===== config.mk =====
export PLATFORM = sky130hd
export DESIGN_NAME = race_game_controller
export DESIGN_NICKNAME = d
export VERILOG_FILES = /design/src/rtl/race_game_pkg.sv /design/src/rtl/btn_sync_edge.sv /design/src/rtl/race_game_controller.sv
export SDC_FILE = /design/constraint.sdc
export NUM_CORES = 1
export LEC_CHECK = 0
export ABC_AREA = 1
export CAP_MARGIN = 20
export CORE_MARGIN = 4
export CORE_UTILIZATION = 59
export CTS_CLUSTER_DIAMETER = 80
export DETAILED_ROUTE_END_ITERATION = 8
export PLACE_DENSITY_LB_ADDON = 0.08
export SYNTH_ARGS = -nofsm -noshare
export SYNTH_HDL_FRONTEND = slang
export SYNTH_HIERARCHICAL = 1
export SYNTH_SLANG_ARGS = --single-unit

===== constraint.sdc =====
create_clock -name clk -period 4.75 [get_ports clk]
set_clock_uncertainty 0.2 [all_clocks]
set_input_delay 1.425 -clock clk [delete_from_list [all_inputs] [get_ports clk]]
set_output_delay 1.425 -clock clk [all_outputs]
set_load 0.02 [all_outputs]

===== src/rtl/race_game_pkg.sv =====
// Shared types and width constants for the race game control logic.
package race_game_pkg;

    localparam int SCORE_W = 16;
    localparam int LIVES_W = 2;
    localparam int SPEED_W = 3;

    typedef enum logic [1:0] {
        ST_IDLE      = 2'd0,
        ST_PLAYING   = 2'd1,
        ST_CRASH     = 2'd2,
        ST_GAME_OVER = 2'd3
    } state_t;

endpackage


===== src/rtl/btn_sync_edge.sv =====
// Two-flop synchronizer followed by a rising-edge one-shot for a raw push-button.
module btn_sync_edge (
    input  logic clk,
    input  logic rst_n,
    input  logic btn_async,
    output logic pulse
);

    logic sync1_q, sync1_d;
    logic sync2_q, sync2_d;
    logic prev_q, prev_d;

    // Shift the raw button through the synchronizer and keep the previous synced level.
    always_comb begin
        sync1_d = btn_async;
        sync2_d = sync1_q;
        prev_d  = sync2_q;
    end

    // Synchronizer and edge-detect history registers.
    always_ff @(posedge clk or negedge rst_n) begin
        if (!rst_n) begin
            sync1_q <= 1'b0;
            sync2_q <= 1'b0;
            prev_q  <= 1'b0;
        end else begin
            sync1_q <= sync1_d;
            sync2_q <= sync2_d;
            prev_q  <= prev_d;
        end
    end

    // One pulse per rising edge of the synchronized level, so a held button fires once.
    assign pulse = sync2_q & ~prev_q;

endmodule


===== src/rtl/race_game_controller.sv =====
// Game-level sequencer: title -> play -> crash freeze -> game over, with lives,
// score, speed level and the internal_reset pulse back to the collision checker.
module race_game_controller
    import race_game_pkg::*;
#(
    parameter int LIVES_INIT   = 3,
    parameter int CRASH_FRAMES = 120,
    parameter int BLINK_PERIOD = 8,
    parameter int SCORE_DIV    = 30,
    parameter int SPEED_STEP   = 10,
    parameter int MAX_SPEED    = 7,
    parameter int GUARD_CYCLES = 2
) (
    input  logic                clk,
    input  logic                rst_n,
    input  logic                start_btn,
    input  logic                frame_tick,
    input  logic                collision_detected,
    output logic                internal_reset,
    output logic                game_running,
    output logic                crash_blink,
    output logic                game_over,
    output logic [LIVES_W-1:0]  lives,
    output logic [SCORE_W-1:0]  score,
    output logic [SPEED_W-1:0]  speed_level,
    output logic [1:0]          state_o
);

    localparam int FDIV_W  = $clog2(SCORE_DIV + 2);
    localparam int STEP_W  = $clog2(SPEED_STEP + 2);
    localparam int CRASH_W = $clog2(CRASH_FRAMES + 2);
    localparam int BLINK_W = $clog2(BLINK_PERIOD + 2);
    localparam int GUARD_W = $clog2(GUARD_CYCLES + 2);

    localparam logic [FDIV_W-1:0]  FDIV_LAST  = FDIV_W'(SCORE_DIV - 1);
    localparam logic [STEP_W-1:0]  STEP_LAST  = STEP_W'(SPEED_STEP - 1);
    localparam logic [CRASH_W-1:0] CRASH_LAST = CRASH_W'(CRASH_FRAMES - 1);
    localparam logic [BLINK_W-1:0] BLINK_LAST = BLINK_W'(BLINK_PERIOD - 1);
    localparam logic [GUARD_W-1:0] GUARD_LD   = GUARD_W'(GUARD_CYCLES);
    localparam logic [LIVES_W-1:0] LIVES_LD   = LIVES_W'(LIVES_INIT);
    localparam logic [SPEED_W-1:0] SPEED_MAX  = SPEED_W'(MAX_SPEED);
    localparam logic [SCORE_W-1:0] SCORE_SAT  = {SCORE_W{1'b1}};

    state_t               state_q, state_d;
    logic [LIVES_W-1:0]   lives_q, lives_d;
    logic [SCORE_W-1:0]   score_q, score_d;
    logic [SPEED_W-1:0]   speed_q, speed_d;
    logic [FDIV_W-1:0]    frame_div_q, frame_div_d;
    logic [STEP_W-1:0]    step_q, step_d;
    logic [CRASH_W-1:0]   crash_cnt_q, crash_cnt_d;
    logic [BLINK_W-1:0]   blink_cnt_q, blink_cnt_d;
    logic                 crash_blink_q, crash_blink_d;
    logic [GUARD_W-1:0]   guard_q, guard_d;
    logic                 ireset_q, ireset_d;
    logic                 start_pulse;

    btn_sync_edge u_start_sync (
        .clk       (clk),
        .rst_n     (rst_n),
        .btn_async (start_btn),
        .pulse     (start_pulse)
    );

    // Next-state, game counters and the internal_reset request.
    always_comb begin
        state_d       = state_q;
        lives_d       = lives_q;
        score_d       = score_q;
        speed_d       = speed_q;
        frame_div_d   = frame_div_q;
        step_d        = step_q;
        crash_cnt_d   = crash_cnt_q;
        blink_cnt_d   = blink_cnt_q;
        crash_blink_d = crash_blink_q;
        ireset_d      = 1'b0;
        // The guard only starts counting once the reset pulse itself has gone by.
        guard_d       = (guard_q != '0 && !ireset_q) ? guard_q - 1'b1 : guard_q;

        case (state_q)
            ST_IDLE: begin
                if (start_pulse) begin
                    state_d       = ST_PLAYING;
                    lives_d       = LIVES_LD;
                    score_d       = '0;
                    speed_d       = '0;
                    frame_div_d   = '0;
                    step_d        = '0;
                    crash_cnt_d   = '0;
                    blink_cnt_d   = '0;
                    crash_blink_d = 1'b0;
                    ireset_d      = 1'b1;
                    guard_d       = GUARD_LD;
                end
            end
            ST_PLAYING: begin
                if (collision_detected && guard_q == '0) begin
                    // Collision beats a coincident frame tick: no score for that frame.
                    state_d       = ST_CRASH;
                    lives_d       = lives_q - 1'b1;
                    crash_cnt_d   = '0;
                    blink_cnt_d   = '0;
                    crash_blink_d = 1'b1;
                end else if (frame_tick) begin
                    if (frame_div_q == FDIV_LAST) begin
                        frame_div_d = '0;
                        if (score_q != SCORE_SAT) begin
                            score_d = score_q + 1'b1;
                        end
                        if (step_q == STEP_LAST) begin
                            step_d = '0;
                            if (speed_q != SPEED_MAX) begin
                                speed_d = speed_q + 1'b1;
                            end
                        end else begin
                            step_d = step_q + 1'b1;
                        end
                    end else begin
                        frame_div_d = frame_div_q + 1'b1;
                    end
                end
            end
            ST_CRASH: begin
                if (frame_tick) begin
                    if (crash_cnt_q == CRASH_LAST) begin
                        crash_cnt_d   = '0;
                        crash_blink_d = 1'b0;
                        if (lives_q == '0) begin
                            state_d = ST_GAME_OVER;
                        end else begin
                            state_d  = ST_PLAYING;
                            ireset_d = 1'b1;
                            guard_d  = GUARD_LD;
                        end
                    end else begin
                        crash_cnt_d = crash_cnt_q + 1'b1;
                        if (blink_cnt_q == BLINK_LAST) begin
                            blink_cnt_d   = '0;
                            crash_blink_d = ~crash_blink_q;
                        end else begin
                            blink_cnt_d = blink_cnt_q + 1'b1;
                        end
                    end
                end
            end
            ST_GAME_OVER: begin
                // Results stay on display; they are cleared at the next game start.
                if (start_pulse) begin
                    state_d = ST_IDLE;
                end
            end
            default: state_d = ST_IDLE;
        endcase
    end

    // State and counter registers; reset drops straight to IDLE without a reset pulse.
    always_ff @(posedge clk or negedge rst_n) begin
        if (!rst_n) begin
            state_q       <= ST_IDLE;
            lives_q       <= '0;
            score_q       <= '0;
            speed_q       <= '0;
            frame_div_q   <= '0;
            step_q        <= '0;
            crash_cnt_q   <= '0;
            blink_cnt_q   <= '0;
            crash_blink_q <= 1'b0;
            guard_q       <= '0;
            ireset_q      <= 1'b0;
        end else begin
            state_q       <= state_d;
            lives_q       <= lives_d;
            score_q       <= score_d;
            speed_q       <= speed_d;
            frame_div_q   <= frame_div_d;
            step_q        <= step_d;
            crash_cnt_q   <= crash_cnt_d;
            blink_cnt_q   <= blink_cnt_d;
            crash_blink_q <= crash_blink_d;
            guard_q       <= guard_d;
            ireset_q      <= ireset_d;
        end
    end

    assign internal_reset = ireset_q;
    assign game_running   = (state_q == ST_PLAYING);
    assign game_over      = (state_q == ST_GAME_OVER);
    assign crash_blink    = crash_blink_q;
    assign lives          = lives_q;
    assign score          = score_q;
    assign speed_level    = speed_q;
    assign state_o        = state_q;

endmodule


==> results.json <==
{
  "outcome": "finished clean",
  "netlist-cell-type-count": 33,
  "final_critical_path_setup_slack_ns": 1.39,
  "synthesis.instances": 385,
  "design.core.area_um2": 4790,
  "cts_htree_levels": 2,
  "finalHoldWorstSlack_ns": 0.159,
  "synthDominantCellAreaShare_pct": 42.2,
  "leakage_nw": 1.59,
  "rows": 25,
  "max_cap_viol_count": 0,
  "power_switching_share_pct": 44.5,
  "postRouteWirelength_um": 5850,
  "hold-path-endpoint": "u_start_sync/prev_d",
  "critical_path_peak_fanout": 7,
  "critPathMaxStageDelay_ns": 0.62,
  "antenna_cells": 0,
  "drtIter0Drc": 146,
  "cts_post_setup_buffers_inserted": 0,
  "min_from": "u_start_sync/sync1_q",
  "final-max-slew-violation-count": 0,
  "wire_length_of_the_first_global_routing_pass_um": 10300,
  "net_count_reported_at_finish": 440,
  "ys.warnings.count": 6,
  "async_flop_share_pct": 100,
  "instances_no_fill": 486,
  "setup.worst_path.start_class": "register",
  "grt_max_degree": 36,
  "power_frac_comb_pct": 47.2,
  "numPortBuffers": 31,
  "clock_tree_from_tritoncts": "yes",
  "first_global_vias": 2368,
  "grt_setup_unrepaired": "no",
  "dieArea_um2": 6230,
  "final_util_pct": 71.7,
  "final-setup-viol-count": 0,
  "post-route-drc-count": 0,
  "vias_per_cell": 5.21,
  "mostFrequentLayoutCells": "nand2_1 (109), dfrtp_1 (50), nor2_1 (47)",
  "path_cells": "inv_1, ha_1, clkdlybuf4s50_1",
  "intPower_uw": 902,
  "clk_pin_slew_worst_paths_ns": 0.09,
  "worst_reg2reg_startpoint": "state_o[1]",
  "layout_worst_path_cycle_share_pct": 70.8,
  "synth.yosys.seq_area_share_pct": 42.2,
  "max_vdd_drop_mv": 0.400,
  "placed_cells": 478,
  "setup.worst_path.class": "register to primary output",
  "place_ws_ns": 1.44,
  "crit-reg2reg-capture": "score[14]",
  "netlist_area_um2": 2970,
  "fraction_of_layout_instances_using_a_drive_strength_above_1_pct": 6.68,
  "global_route.overflow_total": 0,
  "number_of_hold_repair_buffers_added_at_the_cts_stage": 0,
  "drtAntennaViolNets": 0,
  "setup-tns-final_ns": 0,
  "weighted_congestion_reported_at_the_end_of_routability_driven_placement": 0.887,
  "ff2ff_setup_slack_ns": 1.92,
  "drt-wirelength-per-cell_um": 12.0,
  "syn_area_per_cell_um2": 7.71,
  "io-pin-count": 32,
  "critPathArrivalTime_ns": 1.74,
  "yosys_most_used_dff": "dfrtp_1",
  "layout_commonest_cell": "nand2_1",
  "vias": 2531,
  "ys_ff_latch": 50,
  "dieHeight_um": 78.9,
  "chipWidth_um": 78.9,
  "clkLatencyLatePin_ns": 0.30,
  "synthTopCellsByArea": "dfrtp_1 (42%), nand2_1 (14%), ha_1 (7.2%)",
  "power_switching_uw": 723,
  "clock.fmax_mhz": 297,
  "initial_utilization_pct": 62.0,
  "worstPathRequired_ns": 3.12,
  "cts.sink_count": 50,
  "grt_overall_usage_pct": 20.6,
  "min_clock_period_post_route_ns": 3.36,
  "number_of_antenna_violations_at_the_first_check_in_global_routing": 0,
  "clk_path_buf_depth": 2,
  "pwr-share-clk_pct": 15.9,
  "min-delay-path-class": "register to register",
  "crit_path_end_kind": "primary output",
  "cts_repair_resize_count": 0,
  "p_seq_share_pct": 36.9,
  "master_cell_of_the_clock_root_buffer": "clkbuf_8",
  "hold-path-cell-count": 0,
  "final-hold-violation-count": 0,
  "crit_path_top_delay_cell": "clkdlybuf4s50_1",
  "cts_made_buffers": 5,
  "synth_enable_flop_cells": 0,
  "worstMarginPinSlew_ns": 0.685,
  "reg2reg_depth": 11,
  "place_hpwl_um": 4400,
  "detail_route.first_pass.iterations": 4,
  "synth.net_count": 407,
  "power_density_nw_per_um2": 474,
  "synth_largest_area_cell": "dfrtp_1",
  "flow.area_growth_from_synthesis_pct": 15.6,
  "slew_headroom_pct": 54.2
}
-- synth_stat cells (2+ instances only) --
cell / n
o22ai_1: 2
o21ai_2: 7
o21bai_1: 3
nand4_1: 7
nand2_2: 3
dfrtp_1: 50
nand3b_1: 4
o21ai_0: 17
nand3_1: 31
ha_1: 17
o21ai_1: 5
nor2_2: 2
a21oi_1: 12
xor2_1: 10
inv_1: 41
buf_2: 2
nor2_1: 47
nand2_1: 109
buf_6: 2
-- kinds of logic (layout without fill, tap and decap cells) --
family | after synthesis | after routing | synth area share [%]
AO/OA/AOI/OAI | 50 | 50 | 10.3
buffers and inverters | 50 | 84 | 7.09
AND/OR/NAND/NOR | 207 | 207 | 29.9
XOR/XNOR | 10 | 10 | 2.95
multiplexers | 1 | 1 | 0.337
adder cells (fa/ha/maj) | 17 | 17 | 7.17
flip-flops | 50 | 50 | 42.2
-- stage by stage --
step | power [mW] | cell area, um2
2_1_floorplan | 1.16 | 2970
3_3_place_gp | 1.35 | 3310
3_5_place_dp | 1.38 | 3330
4_1_cts | 1.64 | 3430
5_1_grt | 1.77 | 3430
6_report | 1.62 | 3430
-- state kept, by name, indices dropped and copies added, names as in the netlist --
register and cells:
internal_reset 1, u_start_sync/prev_d 1, speed_level 3, crash_cnt_q 7, crash_blink 1, blink_cnt_q 4, step_q 4, state_o 2
lives 2, score 16, guard_q 2, frame_div_q 5, u_start_sync/prev_q 1, u_start_sync/sync1_q 1
-- final cells by class --
class / instances / area (um2)
timing repair buffer: 33 / 333
clock buffer: 6 / 82.6
tap: 67 / 83.8
clock inverter: 2 / 12.5
fill: 403 / 1360
multi-input combinational: 285 / 1510
inverter: 43 / 161
sequential: 50 / 1250
-- metal layers --
layer  vias up  global-route usage (%)  wire (um)
met3         5                    3.85        264
met2        55                    36.1       2840
met1      1168                    25.7       2690
li1       1303                       -          -
met5         -                       0          0
met4         0                    6.87         59
-- worst max path at each step --
stage,from,to,slack (ns),cells after the start
after floorplan,state_o[1],game_running,2.19,2
after global placement,collision_detected,blink_cnt_q[0],1.49,8
after detailed placement,collision_detected,blink_cnt_q[0],1.44,8
after CTS,state_o[1],game_running,1.38,3
after global routing,state_o[1],game_running,1.31,3
final,state_o[1],game_running,1.39,3
-- critical path: cells and delay by family, from the launching register on --
kind	cells	cell delay [ns]
fa+ha+maj	1	0.21
buf+inv	2	0.77
flops	1	0.46
-- power by group through the flow --
stage / sequential (mW) / combinational (mW) / clock (mW)
5_1_grt: 0.615 / 0.872 / 0.285
3_3_place_gp: 0.605 / 0.742 / 0
4_1_cts: 0.600 / 0.773 / 0.267
6_report: 0.600 / 0.767 / 0.258
3_5_place_dp: 0.608 / 0.768 / 0
2_1_floorplan: 0.641 / 0.523 / 0
No activity file was read; power rests on OpenSTA's default activity.
==> variant 1 (same settings) <==
The parameter `BLINK_PERIOD` goes from 8 to 32.
--- a/src/rtl/race_game_controller.sv
+++ b/src/rtl/race_game_controller.sv
@@ -5,7 +5,7 @@
 #(
     parameter int LIVES_INIT   = 3,
     parameter int CRASH_FRAMES = 120,
-    parameter int BLINK_PERIOD = 8,
+    parameter int BLINK_PERIOD = 32,
     parameter int SCORE_DIV    = 30,
     parameter int SPEED_STEP   = 10,
     parameter int MAX_SPEED    = 7,
Behaviour: same outputs for any inputs over 10 cycles, from zero or initial values and one cycle with rst_n low; that may be too few to reach the edited logic, so the function may still have changed.
==> variant 1 against the original RTL <==
  * Synthesized cell count rose by 4.2%
  * Sequential share of layout area rose by 0.59 points
  * Setup slack got worse by 23 ps
  * Critical path depth did not move
  * Largest cell class unchanged
  * First-iteration DRC count rose by 36%
  * Synthesized area rose by 2.6%
  * Total power rose by 2.2%
  * Sequential cell count rose by 2
  * Fmax fell by 0.68%
  * Routed wire length rose by 13%
  * Cell area rose by 2.3%
  * Highest routed layer unchanged
==> variant 1: results <==
metrics = {
    "timing": {
        "worstMarginPinSlew_ps": 732,
    },
    "min_path": {
        "min_to": "u_start_sync/prev_d$_DFF_PN0_",
        "whs_path_depth": 0,
        "hp-class": "reg2reg",
        "worstHoldStart": "u_start_sync/sync1_q$_DFF_PN0_",
    },
    "die": {
        "tap_cells": 67,
    },
    "clock_network": {
        "root_buffer": "clkbuf_8",
        "cts_resized": 0,
        "clk_latency_ps": 310,
        "post_cts_buffers": 0,
        "cts_buffer_depth": 2,
        "cts_buffers": 5,
        "path_clk_slew_ps": 90,
        "cts.sinks": 52,
        "h-tree-depth": 2,
    },
    "synth": {
        "yosysSeqAreaShare": 0.427,
        "ys_async_sr_fraction": 1.00,
        "synth_commonest_cells": "121 x nand2_1, 52 x dfrtp_1, 45 x inv_1",
        "synth.area.top_cells": "dfrtp_1 43%, nand2_1 15%, ha_1 7.0%, inv_1 5.5%, nor2_1 5.4%",
        "synth.distinct_cells": 31,
        "syn_nets": 423,
        "ys.flop_type": "dfrtp_1",
        "yosysWarningCount": 6,
    },
    "placement": {
        "routabilityCongestion": 0.845,
        "dpl.hpwl_mm": 4.74,
        "port-buffer-count": 31,
    },
    "routing": {
        "drt_iter0_drc": 199,
        "firstDrtPassIters": 4,
        "wl_per_cell_um": 13.1,
        "viasPerCell": 5.31,
    },
    "global_route": {
        "grt_max_degree": 34,
        "antenna_found_initial": 0,
        "grt_pass1_vias": 2692,
        "grt_pass1_wl_mm": 11.6,
        "grt_use_total": 0.225,
    },
    "finish": {
        "buffer_area_frac": 0.0934,
        "largest_reg_flops": 16,
        "buffers": 34,
        "inv_count": 47,
        "nClkBuffers": 7,
        "final.fill_count": 402,
        "multiInputCombCellCount": 296,
        "register_area_um2": 1300,
        "final_nets": 458,
        "drive_above_1_share": 0.0528,
        "clkCellAreaFrac": 0.0275,
        "multi_input_area_um2": 1520,
        "n_antenna_cell": 0,
    },
    "setup_path": {
        "ff2ff_setup_slack_ps": 2170,
        "r2r-end": "score[14]$_DFFE_PN0P_",
        "arrival_ps": 1760,
        "cpMaxStageDelayCell": "clkdlybuf4s50_1",
        "slowest_delay_ps": 630,
        "critPathMaxFanout": 8,
        "r2r_start": "state_o[1]$_DFFE_PN0P_",
        "cp_top_family": "buffers and inverters",
    },
    "power": {
        "vdd_ir_drop_max_mv": 0.266,
        "leakage_uw": 0.00162,
    },
    "status": {
        "status": "complete, no violations",
    },
}
variant 1: report_power, final:
| part | leakage (uW) | internal (uW) | switching (uW) |
|---|---|---|---|
| clock | 0.0000503 | 130 | 146 |
| combinational | 0.000878 | 270 | 510 |
| sequential | 0.000696 | 528 | 77.1 |
variant 1: worst reg2reg max path, cell delays in order, from the launching register on:
cell,delay [ps]
dfrtp_1,470
inv_1,150
ha_1,210
buf_4,300
inv_2,180
o21ai_2,180
nand2_2,140
nor2_8,170
o21ai_4,190
inv_2,190
nand3_1,90
nand2_1,70
variant 1: logic make-up after synthesis:
group,Yosys count,synth area share
simple gates,216,0.304
flops,52,0.427
xor+xnor,9,0.0259
mux,1,0.00329
compound gates,53,0.0978
buf+inv,53,0.0719
fa+ha+maj,17,0.0699
variant 1: worst max-delay path by stage:
stage | from | end | cells after the start
finish | state_o[1]$_DFFE_PN0P_ | game_running | 3
CTS | state_o[1]$_DFFE_PN0P_ | game_running | 3
detailed placement | collision_detected | blink_cnt_q[4]$_DFFE_PN0P_ | 10
global route | state_o[1]$_DFFE_PN0P_ | game_running | 3
floorplan | state_o[1]$_DFFE_PN0P_ | game_running | 2
global placement | collision_detected | score[14]$_DFFE_PN0P_ | 10
variant 1: stage by stage:
stage               setup WS, ps  std cells  area [um2]  power (uW)  hold slack (ps)
CTS                         1360        503        3510        1660              167
floorplan                   2160        401        3040        1150              131
global route                1270        503        3510        1790              177
global placement            1610        496        3410        1360              134
detailed placement          1570        496        3410        1390              140
finish                      1360        503        3510        1660              164
variant 1: metal layers:
layer / wire [um] / vias to the layer above / GRT usage
li1: - / 1351 / -
met1: 3190 / 1246 / 0.293
met2: 3070 / 67 / 0.382
met3: 277 / 7 / 0.0406
met4: 67 / 0 / 0.0676
met5: 0 / - / 0
==> variant 2 (same flow settings) <==
Without the edit above. Make the reset (`rst_n`) synchronous in 2 clocked blocks.
--- a/src/rtl/btn_sync_edge.sv
+++ b/src/rtl/btn_sync_edge.sv
@@ -18,7 +18,7 @@
     end
 
     // Synchronizer and edge-detect history registers.
-    always_ff @(posedge clk or negedge rst_n) begin
+    always_ff @(posedge clk) begin
         if (!rst_n) begin
             sync1_q <= 1'b0;
             sync2_q <= 1'b0;
--- a/src/rtl/race_game_controller.sv
+++ b/src/rtl/race_game_controller.sv
@@ -153,7 +153,7 @@
     end
 
     // State and counter registers; reset drops straight to IDLE without a reset pulse.
-    always_ff @(posedge clk or negedge rst_n) begin
+    always_ff @(posedge clk) begin
         if (!rst_n) begin
             state_q       <= ST_IDLE;
             lives_q       <= '0;
Behaviour: differs if rst_n is asserted again (counterexample within 4 cycles, from zero or initial values and one cycle with rst_n low); with rst_n held inactive, the same outputs for 10 cycles.
==> variant 2 against the original RTL <==
  * Routed wire length increased by 0.41%
  * Cell count up 3.1%
  * Utilization down 2.1 points
  * Clock power decreased by 8.5%
  * Setup slack lost 250 ps
  * Non-clock buffer count unchanged
  * Sequential cell count stayed put
  * Synthesized area down 3.8%
  * Cell area shrank 4.9%
  * Via count up 2.4%
  * Total power fell by 24%
  * Critical path type unchanged
  * Critical endpoint unchanged
  * Largest cell class unchanged
==> variant 2: results <==
metrics = {
    "setup_path": {
        "arrival_ps": 1990,
        "r2r_cells": 9,
        "critPathMaxFanout": 13,
        "ff2ff_setup_slack_ps": 1980,
        "r2r-end": "score[8]$_SDFFE_PN0P_",
        "r2r_start": "state_o[1]$_SDFFE_PN0P_",
    },
    "min_path": {
        "whs_path_depth": 2,
        "min_to": "u_start_sync/prev_d$_SDFF_PN0_",
        "worstHoldStart": "u_start_sync/sync1_q$_SDFF_PN0_",
    },
    "timing": {
        "worstMarginPinSlew_ps": 528,
    },
    "global_route": {
        "grt_use_total": 0.217,
        "grt_pass1_vias": 2448,
        "grt_max_degree": 25,
        "grt_pass1_wl_mm": 10.8,
        "antenna_found_initial": 0,
        "grt_overflow_total": 0,
    },
    "clock_network": {
        "cts_buffers": 5,
    },
    "placement": {
        "routabilityCongestion": 0.820,
        "dp.cells": 494,
        "place_ws_ps": 1280,
        "dpl.hpwl_mm": 4.40,
    },
    "synth": {
        "syn_area_per_cell_um2": 6.88,
        "syn_nets": 437,
        "synth.area.top_cells": "dfxtp_1 35%, nand2_1 13%, inv_1 8.0%, nor2_1 7.8%, ha_1 7.5%",
        "yosysSeqAreaShare": 0.351,
        "ys_async_sr_fraction": 0,
        "ys.flop_type": "dfxtp_1",
        "synth_commonest_cells": "100 x nand2_1, 61 x inv_1, 59 x nor2_1",
        "synth.distinct_cells": 33,
    },
    "routing": {
        "num_vias": 2592,
        "wl_per_cell_um": 11.7,
        "drt_iter0_drc": 110,
    },
    "finish": {
        "final_nets": 469,
        "drive_above_1_share": 0.0626,
        "stdcell_count": 501,
    },
    "power": {
        "vdd_ir_drop_max_mv": 0.225,
        "swShare": 0.405,
        "leakage_uw": 0.00132,
    },
    "run": {
        "cap_viol_max_count": 0,
    },
    "status": {
        "status": "complete, no violations",
    },
}
variant 2: cell types whose count changed after synthesis, sizes merged, moves of 3 or more:
cell and delta:
a21oi +18, inv +19, dfxtp +50, dfrtp -50, nand2 -7, o21ai -13
nand3b -3, xor2 -5, nand3 -10, nand4 +4, nor2 +16, nor3b +5
variant 2: power groups by stage:
stage | clock [uW] | combinational [uW] | sequential, uW
2_1_floorplan | 0 | 348 | 533
3_3_place_gp | 0 | 463 | 517
3_5_place_dp | 0 | 478 | 519
4_1_cts | 244 | 481 | 510
5_1_grt | 261 | 543 | 518
6_report | 236 | 481 | 511
variant 2: area by class of cell:
cell class / instances / area [um2]
Clock buffer: 7 / 76.3
Fill cell: 420 / 1430
Inverter: 63 / 236
Multi-Input combinational cell: 294 / 1560
Sequential cell: 50 / 1000
Tap cell: 54 / 67.6
Timing Repair Buffer: 33 / 325
variant 2: kinds of logic after synthesis:
family,share of synthesized area
adder cells (fa/ha/maj),0.0745
buffers and inverters,0.104
flip-flops,0.351
AO/OA/AOI/OAI,0.111
AND/OR/NAND/NOR,0.341
XOR/XNOR,0.0184
variant 2: how the worst max path moves through the flow:
stage                                 start                           to  slack [ps]  cells after the start
floorplan                collision_detected  speed_level[2]$_SDFFE_PN0P_        2190                      9
global placement                 frame_tick        score[6]$_SDFFE_PN0P_        1340                      9
detailed placement               frame_tick        score[8]$_SDFFE_PN0P_        1280                      9
CTS                 state_o[1]$_SDFFE_PN0P_                 game_running        1100                      3
global route        state_o[1]$_SDFFE_PN0P_                 game_running         990                      3
finish              state_o[1]$_SDFFE_PN0P_                 game_running        1140                      3
variant 2: per-stage QoR:
stage | instance area (um2) | power [uW] | hold WS [ps]
after floorplan | 2850 | 881 | 186
after global placement | 3190 | 980 | 190
after detailed placement | 3190 | 997 | 199
after CTS | 3260 | 1230 | 214
after global routing | 3260 | 1320 | 258
final | 3260 | 1230 | 214
variant 2: metal layers:
metal,global-route usage,share of wire
met1,0.283,0.48
met2,0.352,0.46
met3,0.0325,0.040
met4,0.0996,0.021
met5,0,0
variant 2: worst max-delay path: stages (launching register included):
cell             delay (ps)
dfxtp_1                 360
inv_1                   150
ha_1                    470
clkdlybuf4s50_1         700
